<file path="src/rtl/led_matrix_scanner_pkg.sv">
// Shared types and helpers for the LED matrix scanner.
package led_matrix_pkg;

  typedef enum logic [1:0] {
    S_IDLE  = 2'd0,
    S_BLANK = 2'd1,
    S_DRIVE = 2'd2
  } scan_state_t;

  // Bit position of pixel (row, col) in the flat segment map.
  function automatic int seg_bit(input int row, input int col, input int ncols);
    return row * ncols + col;
  endfunction

  // Convert a logical "1 = active" pattern into pin levels.
  // Patterns are limited to 32 pins per side.
  function automatic logic [31:0] apply_pol(input logic [31:0] v, input logic invert);
    return invert ? ~v : v;
  endfunction

endpackage

</file>
<file path="src/rtl/led_matrix_scanner_scan_timer.sv">
// Loadable down-counter used for both the blanking gap and the row dwell.
// done_o is high while the count sits at zero; a load restarts the count.
module scan_timer
  import led_matrix_pkg::*;
#(
  parameter int W = 16
) (
  input  logic         clk,
  input  logic         reset,
  input  logic         load_i,
  input  logic [W-1:0] load_val_i,
  output logic         done_o
);

  logic [W-1:0] cnt_q;

  // Load takes priority; otherwise count down and park at zero.
  always_ff @(posedge clk or posedge reset) begin
    if (reset) begin
      cnt_q <= '0;
    end else if (load_i) begin
      cnt_q <= load_val_i;
    end else if (cnt_q != '0) begin
      cnt_q <= cnt_q - 1'b1;
    end
  end

  assign done_o = (cnt_q == '0);

endmodule

</file>
<file path="src/rtl/led_matrix_scanner.sv">
// Time-multiplexed ROWS x COLS LED matrix driver with per-row dwell,
// blanking between rows and a frame-latched pixel buffer.
module led_matrix_scanner
  import led_matrix_pkg::*;
#(
  parameter int ROWS            = 3,
  parameter int COLS            = 3,
  parameter int DIV_WIDTH       = 16,
  parameter int DEAD_CYCLES     = 1,
  parameter int ROW_ACTIVE_HIGH = 1,
  parameter int COL_ACTIVE_LOW  = 1,
  localparam int RIW = (ROWS > 1) ? $clog2(ROWS) : 1
) (
  input  logic                 clk,
  input  logic                 reset,
  input  logic                 enable,
  input  logic [DIV_WIDTH-1:0] div,
  input  logic [ROWS*COLS-1:0] segments,
  output logic [ROWS-1:0]      rows,
  output logic [COLS-1:0]      cols,
  output logic [RIW-1:0]       row_idx,
  output logic                 frame_start
);

  localparam int DEAD_W = (DEAD_CYCLES > 1) ? $clog2(DEAD_CYCLES) : 1;
  localparam int TW     = (DIV_WIDTH > DEAD_W) ? DIV_WIDTH : DEAD_W;
  localparam logic [TW-1:0] BLANK_LOAD = TW'((DEAD_CYCLES > 0) ? DEAD_CYCLES - 1 : 0);
  localparam logic [ROWS-1:0] ROWS_OFF = (ROW_ACTIVE_HIGH != 0) ? '0 : '1;
  localparam logic [COLS-1:0] COLS_OFF = (COL_ACTIVE_LOW != 0) ? '1 : '0;

  scan_state_t          state_q;
  logic [RIW-1:0]       row_idx_q;
  logic [RIW-1:0]       row_next;
  logic                 row_last;
  logic [ROWS*COLS-1:0] frame_buf_q;
  logic [ROWS-1:0]      rows_q;
  logic [COLS-1:0]      cols_q;
  logic                 frame_start_q;
  logic                 tmr_load;
  logic [TW-1:0]        tmr_val;
  logic                 tmr_done;

  // Row-select pin levels with only row idx active.
  function automatic logic [ROWS-1:0] row_pins(input logic [RIW-1:0] idx);
    logic [ROWS-1:0] onehot;
    onehot = ROWS'(1) << idx;
    return ROWS'(apply_pol(32'(onehot), ROW_ACTIVE_HIGH == 0));
  endfunction

  // Column pin levels for row idx taken from a pixel map.
  function automatic logic [COLS-1:0] col_pins(input logic [ROWS*COLS-1:0] fb,
                                               input logic [RIW-1:0] idx);
    logic [COLS-1:0] lit;
    lit = COLS'(fb >> seg_bit(int'(idx), 0, COLS));
    return COLS'(apply_pol(32'(lit), COL_ACTIVE_LOW != 0));
  endfunction

  assign row_last = (row_idx_q == RIW'(ROWS - 1));
  assign row_next = row_last ? '0 : row_idx_q + 1'b1;

  // Timer loads on every edge that enters BLANK or DRIVE; div is sampled
  // only when a drive starts so a change never stretches a row in flight.
  always_comb begin
    tmr_load = 1'b0;
    tmr_val  = BLANK_LOAD;
    if (enable) begin
      unique case (state_q)
        S_IDLE: begin
          tmr_load = 1'b1;
          tmr_val  = (DEAD_CYCLES == 0) ? TW'(div) : BLANK_LOAD;
        end
        S_BLANK: begin
          tmr_load = tmr_done;
          tmr_val  = TW'(div);
        end
        S_DRIVE: begin
          tmr_load = tmr_done;
          tmr_val  = (DEAD_CYCLES == 0) ? TW'(div) : BLANK_LOAD;
        end
        default: begin
          tmr_load = 1'b0;
        end
      endcase
    end
  end

  scan_timer #(.W(TW)) u_timer (
    .clk        (clk),
    .reset      (reset),
    .load_i     (tmr_load),
    .load_val_i (tmr_val),
    .done_o     (tmr_done)
  );

  // Scan FSM with registered pin outputs; the frame buffer is refreshed
  // only at frame boundaries so a frame is never drawn from mixed content.
  always_ff @(posedge clk or posedge reset) begin
    if (reset) begin
      state_q       <= S_IDLE;
      row_idx_q     <= '0;
      frame_buf_q   <= '0;
      frame_start_q <= 1'b0;
      rows_q        <= ROWS_OFF;
      cols_q        <= COLS_OFF;
    end else begin
      frame_start_q <= 1'b0;
      if (!enable) begin
        state_q   <= S_IDLE;
        row_idx_q <= '0;
        rows_q    <= ROWS_OFF;
        cols_q    <= COLS_OFF;
      end else begin
        unique case (state_q)
          S_IDLE: begin
            frame_buf_q   <= segments;
            frame_start_q <= 1'b1;
            row_idx_q     <= '0;
            if (DEAD_CYCLES == 0) begin
              state_q <= S_DRIVE;
              rows_q  <= row_pins('0);
              cols_q  <= col_pins(segments, '0);
            end else begin
              state_q <= S_BLANK;
              rows_q  <= ROWS_OFF;
              cols_q  <= COLS_OFF;
            end
          end
          S_BLANK: begin
            if (tmr_done) begin
              state_q <= S_DRIVE;
              rows_q  <= row_pins(row_idx_q);
              cols_q  <= col_pins(frame_buf_q, row_idx_q);
            end
          end
          S_DRIVE: begin
            if (tmr_done) begin
              row_idx_q <= row_next;
              if (row_last) begin
                frame_buf_q   <= segments;
                frame_start_q <= 1'b1;
              end
              if (DEAD_CYCLES == 0) begin
                state_q <= S_DRIVE;
                rows_q  <= row_pins(row_next);
                cols_q  <= col_pins(row_last ? segments : frame_buf_q, row_next);
              end else begin
                state_q <= S_BLANK;
                rows_q  <= ROWS_OFF;
                cols_q  <= COLS_OFF;
              end
            end
          end
          default: begin
            state_q   <= S_IDLE;
            row_idx_q <= '0;
            rows_q    <= ROWS_OFF;
            cols_q    <= COLS_OFF;
          end
        endcase
      end
    end
  end

  assign rows        = rows_q;
  assign cols        = cols_q;
  assign row_idx     = row_idx_q;
  assign frame_start = frame_start_q;

endmodule

</file>
<file path="config.mk">
export PLATFORM = sky130hd
export DESIGN_NAME = led_matrix_scanner
export DESIGN_NICKNAME = d
export VERILOG_FILES = /design/src/rtl/led_matrix_scanner_pkg.sv /design/src/rtl/led_matrix_scanner_scan_timer.sv /design/src/rtl/led_matrix_scanner.sv
export SDC_FILE = /design/constraint.sdc
export NUM_CORES = 1
export LEC_CHECK = 0
export ABC_AREA = 1
export BUFFER_PORTS_ARGS = -buffer_cell sky130_fd_sc_hd__buf_4
export CAP_MARGIN = 20
export CELL_PAD_IN_SITES_DETAIL_PLACEMENT = 1
export CELL_PAD_IN_SITES_GLOBAL_PLACEMENT = 2
export CORE_ASPECT_RATIO = 0.8
export CORE_MARGIN = 2
export CORE_UTILIZATION = 32
export CTS_CLUSTER_DIAMETER = 40
export CTS_CLUSTER_SIZE = 28
export DETAILED_ROUTE_END_ITERATION = 10
export GPL_TIMING_DRIVEN = 0
export PLACE_DENSITY_LB_ADDON = 0.1
export SYNTH_ARGS = -nofsm -noshare
export SYNTH_HDL_FRONTEND = slang
export SYNTH_SLANG_ARGS = --single-unit
</file>
<file path="constraint.sdc">
create_clock -name clk -period 2 [get_ports clk]
set_input_delay 0.4 -clock clk [delete_from_list [all_inputs] [get_ports clk]]
set_output_delay 0.4 -clock clk [all_outputs]
set_load 0.005 [all_outputs]
</file>
==> flow_summary.yaml, run 1 <==
logic_synthesis:
  yosys_warnings: 0
  post-synth-top-area-fraction_pct: 37.1
  ys_ff_latch: 36
  synthMostInstantiatedCell: "nand2_1"
  synth_seq_area_share_pct: 40.6
  synth.avg_cell_area_um2: 7.30
  synth_top_cells_by_count: "nand2_1, nand3_1, inv_1, dfrtp_1, nor2_1"
  synth.area.top_cells: "dfrtp_1, nand2_1, nand3_1"
  synth_top_area_cell: "dfrtp_1"
  syn_area_um2: 2230
  synth-edff-count: 0
  yosysUniqueCellTypes: 27
  ys_async_sr_fraction_pct: 100
  syn_inst: 305
  yosys_most_used_dff: "dfrtp_1"
  synthesis.nets: 339
worst_setup_path:
  reg2reg_slack_ns: 0.10
  r2r-start: "state_q[1]$_DFFE_PP0P_"
  startpoint_type: "flip-flop"
  critPathCaptureType: "flip-flop"
  cp.required_ns: 2.18
  cp_max_fo: 10
  crit_start: "state_q[1]$_DFFE_PP0P_"
  worstSetupPathType: "flip-flop to flip-flop"
  rr_worst_depth: 10
  arrival_ns: 2.08
  rr_endpoint: "u_timer.cnt_q[10]$_DFFE_PP0P_"
clocking:
  htreeDepth: 2
  clk_pin_slew_ns: 0.08
  cts_hold_buffers: 0
  cts_num_sinks: 36
  clock_latency_ns: 0.29
  cts_tree: "done"
  cts-root-buf: "clkbuf_8"
  cts_buffers: 5
  clockBufferDepth: 2
job:
  maxCapViolations: 0
placement:
  preCtsSetupSlack_ns: -0.0113
  place_area_um2: 2610
  portBuffers: 36
  gp_congestion: 0.806
  dp_cells: 428
  dp_hpwl_um: 4860
routing:
  first_pass_iters: 4
  drt_iter0_drc: 29
  dr_total_vias: 2092
  viasPerCell: 4.77
  postRouteAntennaNets: 0
  wl_per_cell_um: 14.6
  drc: 0
  wirelength_um: 6430
sta:
  skew_ns: 0.00352
  layout_setup_ws_ns: 0.102
  max_slew.worst_pin.slew_ns: 0.799
  hold_violations: 0
  clock.fmax_mhz: 527
  setup_viol_count_final: 0
  period_minus_slack_ns: 1.90
  drv_slew: 0
  slew_headroom_pct: 46.7
  fin_crit_sh_pct: 94.9
floorplan:
  die_y_um: 78.6
  pin_count: 37
  start_util_pct: 32.6
  die_width_um: 97.2
  core_area_um2: 6820
  die-area_um2: 7640
  fp-row-count: 27
cells_and_area:
  nNetsFinal: 385
  stdcell_count: 439
  design_area_um2: 2750
  nFillCells: 876
  area_delta_synth_final_pct: 23.4
  post_route_cells_drive_above_1_share_pct: 23.0
  final_util_pct: 40.2
  diodes: 0
global_route:
  grt_pass1_vias: 2090
  grt_usage_pct: 17.9
  antenna_found_initial: 0
  grt_max_degree: 37
  grt_overflow: 0
  grt_pass1_wl_um: 10700
hold_path:
  worst_hold_path_type: "primary input to async pin"
power:
  p_per_area_nw_per_um2: 866
  vdd_drop_max_v: 0.000432
  leakage_nw: 1.43
outcome:
  status: "finished, final reports clean"
final cells by class:
type                    instances  area, µm²  area share [%]
flip-flops and latches         36        905            32.9
multi-input cells             219       1130            41.3
clock inverters                 2       10.0           0.364
repair buffers                 39        293            10.7
inverters                      45        178            6.47
plain buffers                   5       35.0            1.28
clock buffers                   6       82.6            3.01
well taps                      87        109            3.96
layer usage:
metal,share of wire (%),GRT usage [%],up-vias,wire (µm)
li1,-,-,1051,-
met1,54,27.4,1000,3470
met2,41,26.3,37,2650
met3,4.2,3.47,4,272
met4,0.61,3.33,0,39
met5,0,0,-,0
metrics by stage:
step / total power [mW] / setup TNS [ns] / hold slack (ns)
3_3_place_gp: 1.81 / 0 / 0.401
4_1_cts: 2.40 / 0 / 0.296
5_1_grt: 2.59 / -0.00218 / 0.324
3_5_place_dp: 1.84 / -0.0226 / 0.408
6_report: 2.38 / 0 / 0.263
2_1_floorplan: 1.59 / 0 / 0.387
placed cells by master, fill, tap and decap left out, types with 2 or more instances in the layout:
| cell | Yosys | routed |
|---|---|---|
| nand2_2 | 5 | 4 |
| o21ai_0 | 11 | 11 |
| buf_6 | 2 | 2 |
| nand2_4 | 4 | 5 |
| a21oi_1 | 4 | 4 |
| clkinv_2 | 1 | 2 |
| clkbuf_1 | 2 | 2 |
| o31ai_1 | 2 | 2 |
| inv_1 | 44 | 41 |
| ha_1 | 6 | 5 |
| dfrtp_1 | 33 | 33 |
| inv_2 | 0 | 2 |
| xnor2_1 | 4 | 4 |
| dfstp_2 | 3 | 3 |
| xor2_1 | 6 | 6 |
| o21ai_1 | 10 | 10 |
| nor2_2 | 10 | 10 |
| buf_4 | 0 | 39 |
| nor2_1 | 25 | 25 |
| nand3_1 | 47 | 47 |
| nand2_1 | 78 | 78 |
| clkbuf_8 | 0 | 6 |
how the worst max path moves through the flow:
stage,to,slack (ns)
after floorplan,frame_buf_q[3]$_DFFE_PP0P_,0.46
after global placement,cols[2]$_DFFE_PP1P_,0.06
after detailed placement,cols[0]$_DFFE_PP1P_,-0.01
after CTS,cols[0]$_DFFE_PP1P_,0.02
after global routing,u_timer.cnt_q[10]$_DFFE_PP0P_,-0.001
final,u_timer.cnt_q[10]$_DFFE_PP0P_,0.10
critical path, stage by stage (launching register included):
cell and delay, ns:
dfrtp_1 0.37, inv_1 0.09, ha_1 0.19, nand2_2 0.24
clkinvlp_4 0.19, buf_4 0.17, buf_2 0.20, nand2_1 0.11
nand3_1 0.08, nand3_1 0.10, inv_1 0.04
power breakdown:
part | internal, mW | switching [mW]
logic | 0.325 | 0.485
clock network | 0.275 | 0.277
registers | 0.878 | 0.138
total | 1.48 | 0.899
what timing repair did:
item / in CTS / in global routing
setup endpoints to repair: 2 / 24
gates cloned: 0 / 0
gates resized for setup: 1 / 7
setup buffers: 0 / 3
logic make-up after synthesis:
family          share of synthesized area [%]
compound gates                           6.63
xor+xnor                                 3.93
simple gates                             36.2
flops                                    40.6
fa+ha+maj                                3.37
buf+inv                                  9.22
sequential cells by signal, summed over array words and instances, names as in the netlist:
register	count
frame_buf_q	9
state_q	2
u_timer.cnt_q	16
row_idx	2
frame_start	1
cols	3
rows	3
(Power assumes the default switching activity.)
==> run 2: changes to the inputs <==
CORE_MARGIN = not set   (was 2)
==> run 2 against run 1 <==
Maximum frequency grew 2.2%. Non-clock buffer count shrank 3. Total power grew 5.1%. Die area shrank 4.5%. Largest cell class unchanged. Critical path depth shrank 1. Largest power group unchanged. Global-route usage grew 1.2 points. Cell count shrank 1.4%. Critical path type unchanged. Worst hold slack lost 0.0011 ns. Combinational power grew 3.0%.
==> flow_summary.yaml, run 2 (synthesis gave the netlist of run 1 again) <==
floorplan:
  die-area_um2: 7300
  fp-row-count: 26
  start_util_pct: 34.0
  core_area_um2: 6540
  pin_count: 37
  die_width_um: 95.2
  die_y_um: 76.6
clocking:
  clock_latency_ns: 0.29
  htreeDepth: 2
  cts_hold_buffers: 0
  cts_buffers: 5
  clk_pin_slew_ns: 0.08
  clockBufferDepth: 2
  cts_num_sinks: 36
  cts_post_setup_buffers_inserted: 0
  cts_tree: "done"
  cts-root-buf: "clkbuf_8"
worst_setup_path:
  arrival_ns: 2.07
  startpoint_type: "flip-flop"
  cp_max_fo: 8
  cp.required_ns: 2.21
  worstSetupPathType: "flip-flop to flip-flop"
  critPathCaptureType: "flip-flop"
sta:
  tns_ns: 0
  clock.fmax_mhz: 539
  whs_ns: 0.262
  grt_setup_unrepaired: "no"
  slew_headroom_pct: 47.1
  period_minus_slack_ns: 1.86
  drv_slew: 0
  layout_setup_ws_ns: 0.144
  hold_violations: 0
  skew_ns: 0.00367
  fin_crit_sh_pct: 92.8
  setup_viol_count_final: 0
  max_slew.worst_pin.slew_ns: 0.792
routing:
  first_pass_iters: 4
  drt_iter0_drc: 50
  dr_total_vias: 2073
  wl_per_cell_um: 14.8
  wirelength_um: 6390
  postRouteAntennaNets: 0
  viasPerCell: 4.79
  drc: 0
cells_and_area:
  layout_commonest_cell: "nand2_1"
  stdcell_count: 433
  area_delta_synth_final_pct: 23.5
  nNetsFinal: 382
  final_cell_mix: "nand2_1, nand3_1, inv_1"
  post_route_cells_drive_above_1_share_pct: 22.1
  diodes: 0
  largest_reg_flops: 16
  top_regs: "u_timer.cnt_q: 16 flops, frame_buf_q: 9 flops"
  largest_register: "u_timer.cnt_q"
power:
  vdd_drop_max_v: 0.000308
  p_per_area_nw_per_um2: 910
  leakage_nw: 1.43
placement:
  dp_hpwl_um: 4860
  portBuffers: 36
  preCtsSetupSlack_ns: 0.0422
  dp_cells: 425
  gp_congestion: 0.884
outcome:
  status: "finished, final reports clean"
global_route:
  grt_pass1_vias: 2026
  grt_overflow: 0
  antenna_found_initial: 0
  grt_usage_pct: 19.1
  grt_pass1_wl_um: 10600
  grt_max_degree: 37
job:
  maxCapViolations: 0
hold_path:
  worst_hold_path_type: "primary input to async pin"
[run 2: changes by cell type in the layout (fill, tap and decap cells not counted)]
cell | previous run | this run
nand2_4 | 5 | 6
buf_4 | 39 | 36
ha_2 | 1 | 0
clkinv_2 | 2 | 1
inv_4 | 0 | 1
nand2_2 | 4 | 3
clkbuf_1 | 2 | 3
bufinv_16 | 0 | 1
clkinvlp_4 | 1 | 0
ha_4 | 0 | 1
clkbuf_8 | 6 | 5
[run 2: layer usage]
layer	part of all wire (%)	GRT usage, %	routed length [µm]
met4	0.75	3.64	48
met1	55	29.6	3530
met3	3.1	3.59	201
met5	0	0	0
met2	41	27.1	2610
[run 2: area by class of cell]
| cell class | instances | area [µm²] |
|---|---|---|
| Tap cell | 84 | 105 |
| Multi-Input combinational cell | 219 | 1150 |
| Inverter | 45 | 176 |
| Timing Repair Buffer | 36 | 270 |
| Fill cell | 847 | 3790 |
| Buffer | 5 | 35.0 |
| Sequential cell | 36 | 905 |
| Clock inverter | 2 | 35.0 |
| Clock buffer | 6 | 72.6 |
[run 2: per-stage QoR]
step / util [%] / cell area, µm² / power [mW]
after floorplan: - / 2230 / 1.59
after global placement: 39.8 / 2600 / 1.82
after detailed placement: 39.8 / 2600 / 1.84
after CTS: 41.4 / 2710 / 2.50
after global routing: 42.0 / 2750 / 2.70
final: 42.0 / 2750 / 2.50
[run 2: final timing paths]
check	start	endpoint	slack, ns	cells past startpoint
max in group asynchronous	reset	u_timer.cnt_q[14]$_DFFE_PP0P_	1.24	2
setup / recovery	u_timer.cnt_q[1]$_DFFE_PP0P_	cols[1]$_DFFE_PP1P_	0.14	9
min in group clk	segments[3]	frame_buf_q[3]$_DFFE_PP0P_	0.34	3
hold / removal	reset	rows[2]$_DFFE_PP0P_	0.26	2
hold reg to reg	frame_buf_q[1]$_DFFE_PP0P_	cols[1]$_DFFE_PP1P_	0.42	1
setup reg to reg	u_timer.cnt_q[1]$_DFFE_PP0P_	cols[1]$_DFFE_PP1P_	0.14	9
[run 2: report_power, final]
part | internal (mW) | switching [mW] | total (mW)
Combinational | 0.331 | 0.503 | 0.834
Sequential | 0.878 | 0.135 | 1.01
Clock | 0.370 | 0.283 | 0.653
Total | 1.58 | 0.921 | 2.50
[run 2: critical path, stage by stage, from the launching register on]
cell and delay (ns):
dfrtp_1 0.39, inv_1 0.16, ha_4 0.17, nand3_1 0.09, nor2_2 0.17, nand2_4 0.12, clkinv_4 0.11, nand2_1 0.14
nor3_4 0.31, a21oi_1 0.11
[run 2: timing repair]
item,4_1_cts,5_1_grt
endpoints found under the setup margin,0,19
resized for setup,0,11
hold endpoints to repair,0,0
==> run 3: changes to the inputs <==
CORE_MARGIN = 5   (was not set)
GPL_TIMING_DRIVEN = 1   (was 0)
==> run 3 against run 2 <==
Worst hold slack worse by 0.033 ns. First-iteration DRC count rose by 14%. Via count hardly changed. Clock power down 2%. Clock skew about the same. Combinational power fell by 1%. Critical path depth is 2 higher. Routed wire length is 1.1% higher.
==> flow_summary.yaml, run 3 (synthesis gave the netlist of run 1 again) <==
cells_and_area:
  largest_register: "u_timer.cnt_q"
  layout_commonest_cell: "nand2_1"
  design_area_um2: 2770
  diodes: 0
  nNetsFinal: 387
  largest_reg_flops: 16
  area_delta_synth_final_pct: 24.2
  nFillCells: 889
  top_regs: "u_timer.cnt_q: 16 flops, frame_buf_q: 9 flops"
  final_cell_mix: "nand2_1, nand3_1, buf_4"
  final_util_pct: 40.5
  post_route_cells_drive_above_1_share_pct: 22.3
routing:
  drc: 0
  wirelength_um: 6460
  postRouteAntennaNets: 0
  first_pass_iters: 4
  dr_total_vias: 2072
  viasPerCell: 4.70
  highest_layer: "met4"
  wl_per_cell_um: 14.7
  met3_wirelength_um: 193
  met2_length_um: 2770
  drt_iter0_drc: 57
  met1Wirelength_um: 3470
outcome:
  status: "finished, final reports clean"
clocking:
  cts-root-buf: "clkbuf_8"
  cts_num_sinks: 36
  cts_buffers: 5
  clockBufferDepth: 2
  cts_hold_buffers: 0
  cts_post_setup_buffers_inserted: 0
  clk_pin_slew_ns: 0.08
  clock_latency_ns: 0.28
  cts_tree: "done"
  htreeDepth: 2
sta:
  slew_headroom_pct: 68.2
  fin_crit_sh_pct: 90.4
  grt_setup_unrepaired: "no"
  setup_viol_count_final: 0
  tns_ns: 0
  drv_slew: 0
  layout_setup_ws_ns: 0.191
  skew_ns: 0.00393
  hold_violations: 0
  whs_ns: 0.228
  clock.fmax_mhz: 553
  period_minus_slack_ns: 1.81
  max_slew.worst_pin.slew_ns: 0.476
placement:
  place_area_um2: 2650
  portBuffers: 36
  dp_hpwl_um: 5140
  gp_congestion: 0.803
  preCtsSetupSlack_ns: 0.164
global_route:
  grt_overflow: 0
  grt_pass1_vias: 2206
  grt_max_degree: 37
  grt_pass1_wl_um: 11100
  grt_usage_pct: 16.1
  antenna_found_initial: 0
floorplan:
  die_y_um: 84.6
  die-area_um2: 8730
  die_width_um: 103
  fp-row-count: 27
  core_area_um2: 6820
  start_util_pct: 32.6
  pin_count: 37
power:
  p_per_area_nw_per_um2: 898
  clkPwrFrac_pct: 25.9
  switching_share_pct: 36.5
  p_comb_share_pct: 33.1
  leakage_nw: 1.46
  p_int_mw: 1.58
  p_seq_share_pct: 41.0
  switchingPower_mw: 0.906
  vdd_drop_max_v: 0.000296
worst_setup_path:
  cp_max_fo: 10
  worstSetupPathType: "flip-flop to flip-flop"
  cp.required_ns: 2.18
  arrival_ns: 1.99
  startpoint_type: "flip-flop"
  critPathCaptureType: "flip-flop"
hold_path:
  worst_hold_path_type: "primary input to async pin"
job:
  maxCapViolations: 0
run 3: cell types whose count changed in the layout (fill, tap and decap cells not counted), moves of 2 or more:
cell / delta
buf_6: -2
inv_2: -2
clkbuf_1: -2
buf_4: +10
inv_1: +3
run 3: worst paths after layout:
check                                              from                    endpoint  slack [ns]  depth (start not counted)
min                                               reset      row_idx[0]$_DFFE_PP0P_        0.23                          3
max                        u_timer.cnt_q[0]$_DFFE_PP0P_  frame_buf_q[8]$_DFFE_PP0P_        0.19                         11
max in group asynchronous                         reset         cols[1]$_DFFE_PP1P_        1.41                          3
min in group clk                            segments[1]  frame_buf_q[1]$_DFFE_PP0P_        0.34                          3
min reg2reg                  frame_buf_q[0]$_DFFE_PP0P_         cols[0]$_DFFE_PP1P_        0.43                          1
max reg2reg                u_timer.cnt_q[0]$_DFFE_PP0P_  frame_buf_q[8]$_DFFE_PP0P_        0.19                         11
run 3: per-layer routing:
layer  global-route usage (%)  up-vias
met5                        0        -
met4                     2.82        0
met3                     3.07        2
met2                     23.4       29
met1                     24.9      990
li1                         -     1051
run 3: final cells by class:
type	count	area, µm²	area share (%)
clock buffer	6	72.6	2.62
clock inverter	2	35.0	1.27
sequential	36	905	32.7
multi-input combinational	219	1130	40.8
tap	87	109	3.94
timing repair buffer	46	345	12.5
inverter	45	171	6.20
run 3: repair_timing:
item / in CTS / in global routing
endpoints found under the setup margin: 0 / 11
hold endpoints to repair: 0 / 0
gates resized for setup: 0 / 3
run 3: stage by stage:
step	std cells	power, mW
2_1_floorplan	305	1.59
3_3_place_gp	433	1.85
3_5_place_dp	433	1.86
4_1_cts	441	2.52
5_1_grt	441	2.69
6_report	441	2.48
run 3: power by group through the flow:
stage | Sequential, mW | Combinational, mW | Clock, mW
global route | 1.04 | 0.948 | 0.700
global placement | 1.03 | 0.814 | 0
floorplan | 0.993 | 0.599 | 0
CTS | 1.02 | 0.836 | 0.668
detailed placement | 1.03 | 0.832 | 0
finish | 1.02 | 0.822 | 0.642
run 3: worst max-delay path, cell delays in order, from the launching register on:
cell and delay, ns:
dfrtp_1 0.39, inv_1 0.13, ha_1 0.22, nand3_1 0.11, nor2_2 0.17, nand2_4 0.12, inv_4 0.12, nand2_2 0.08
nand2_4 0.14, nand2_4 0.10, nand2_1 0.07, nand2_1 0.05
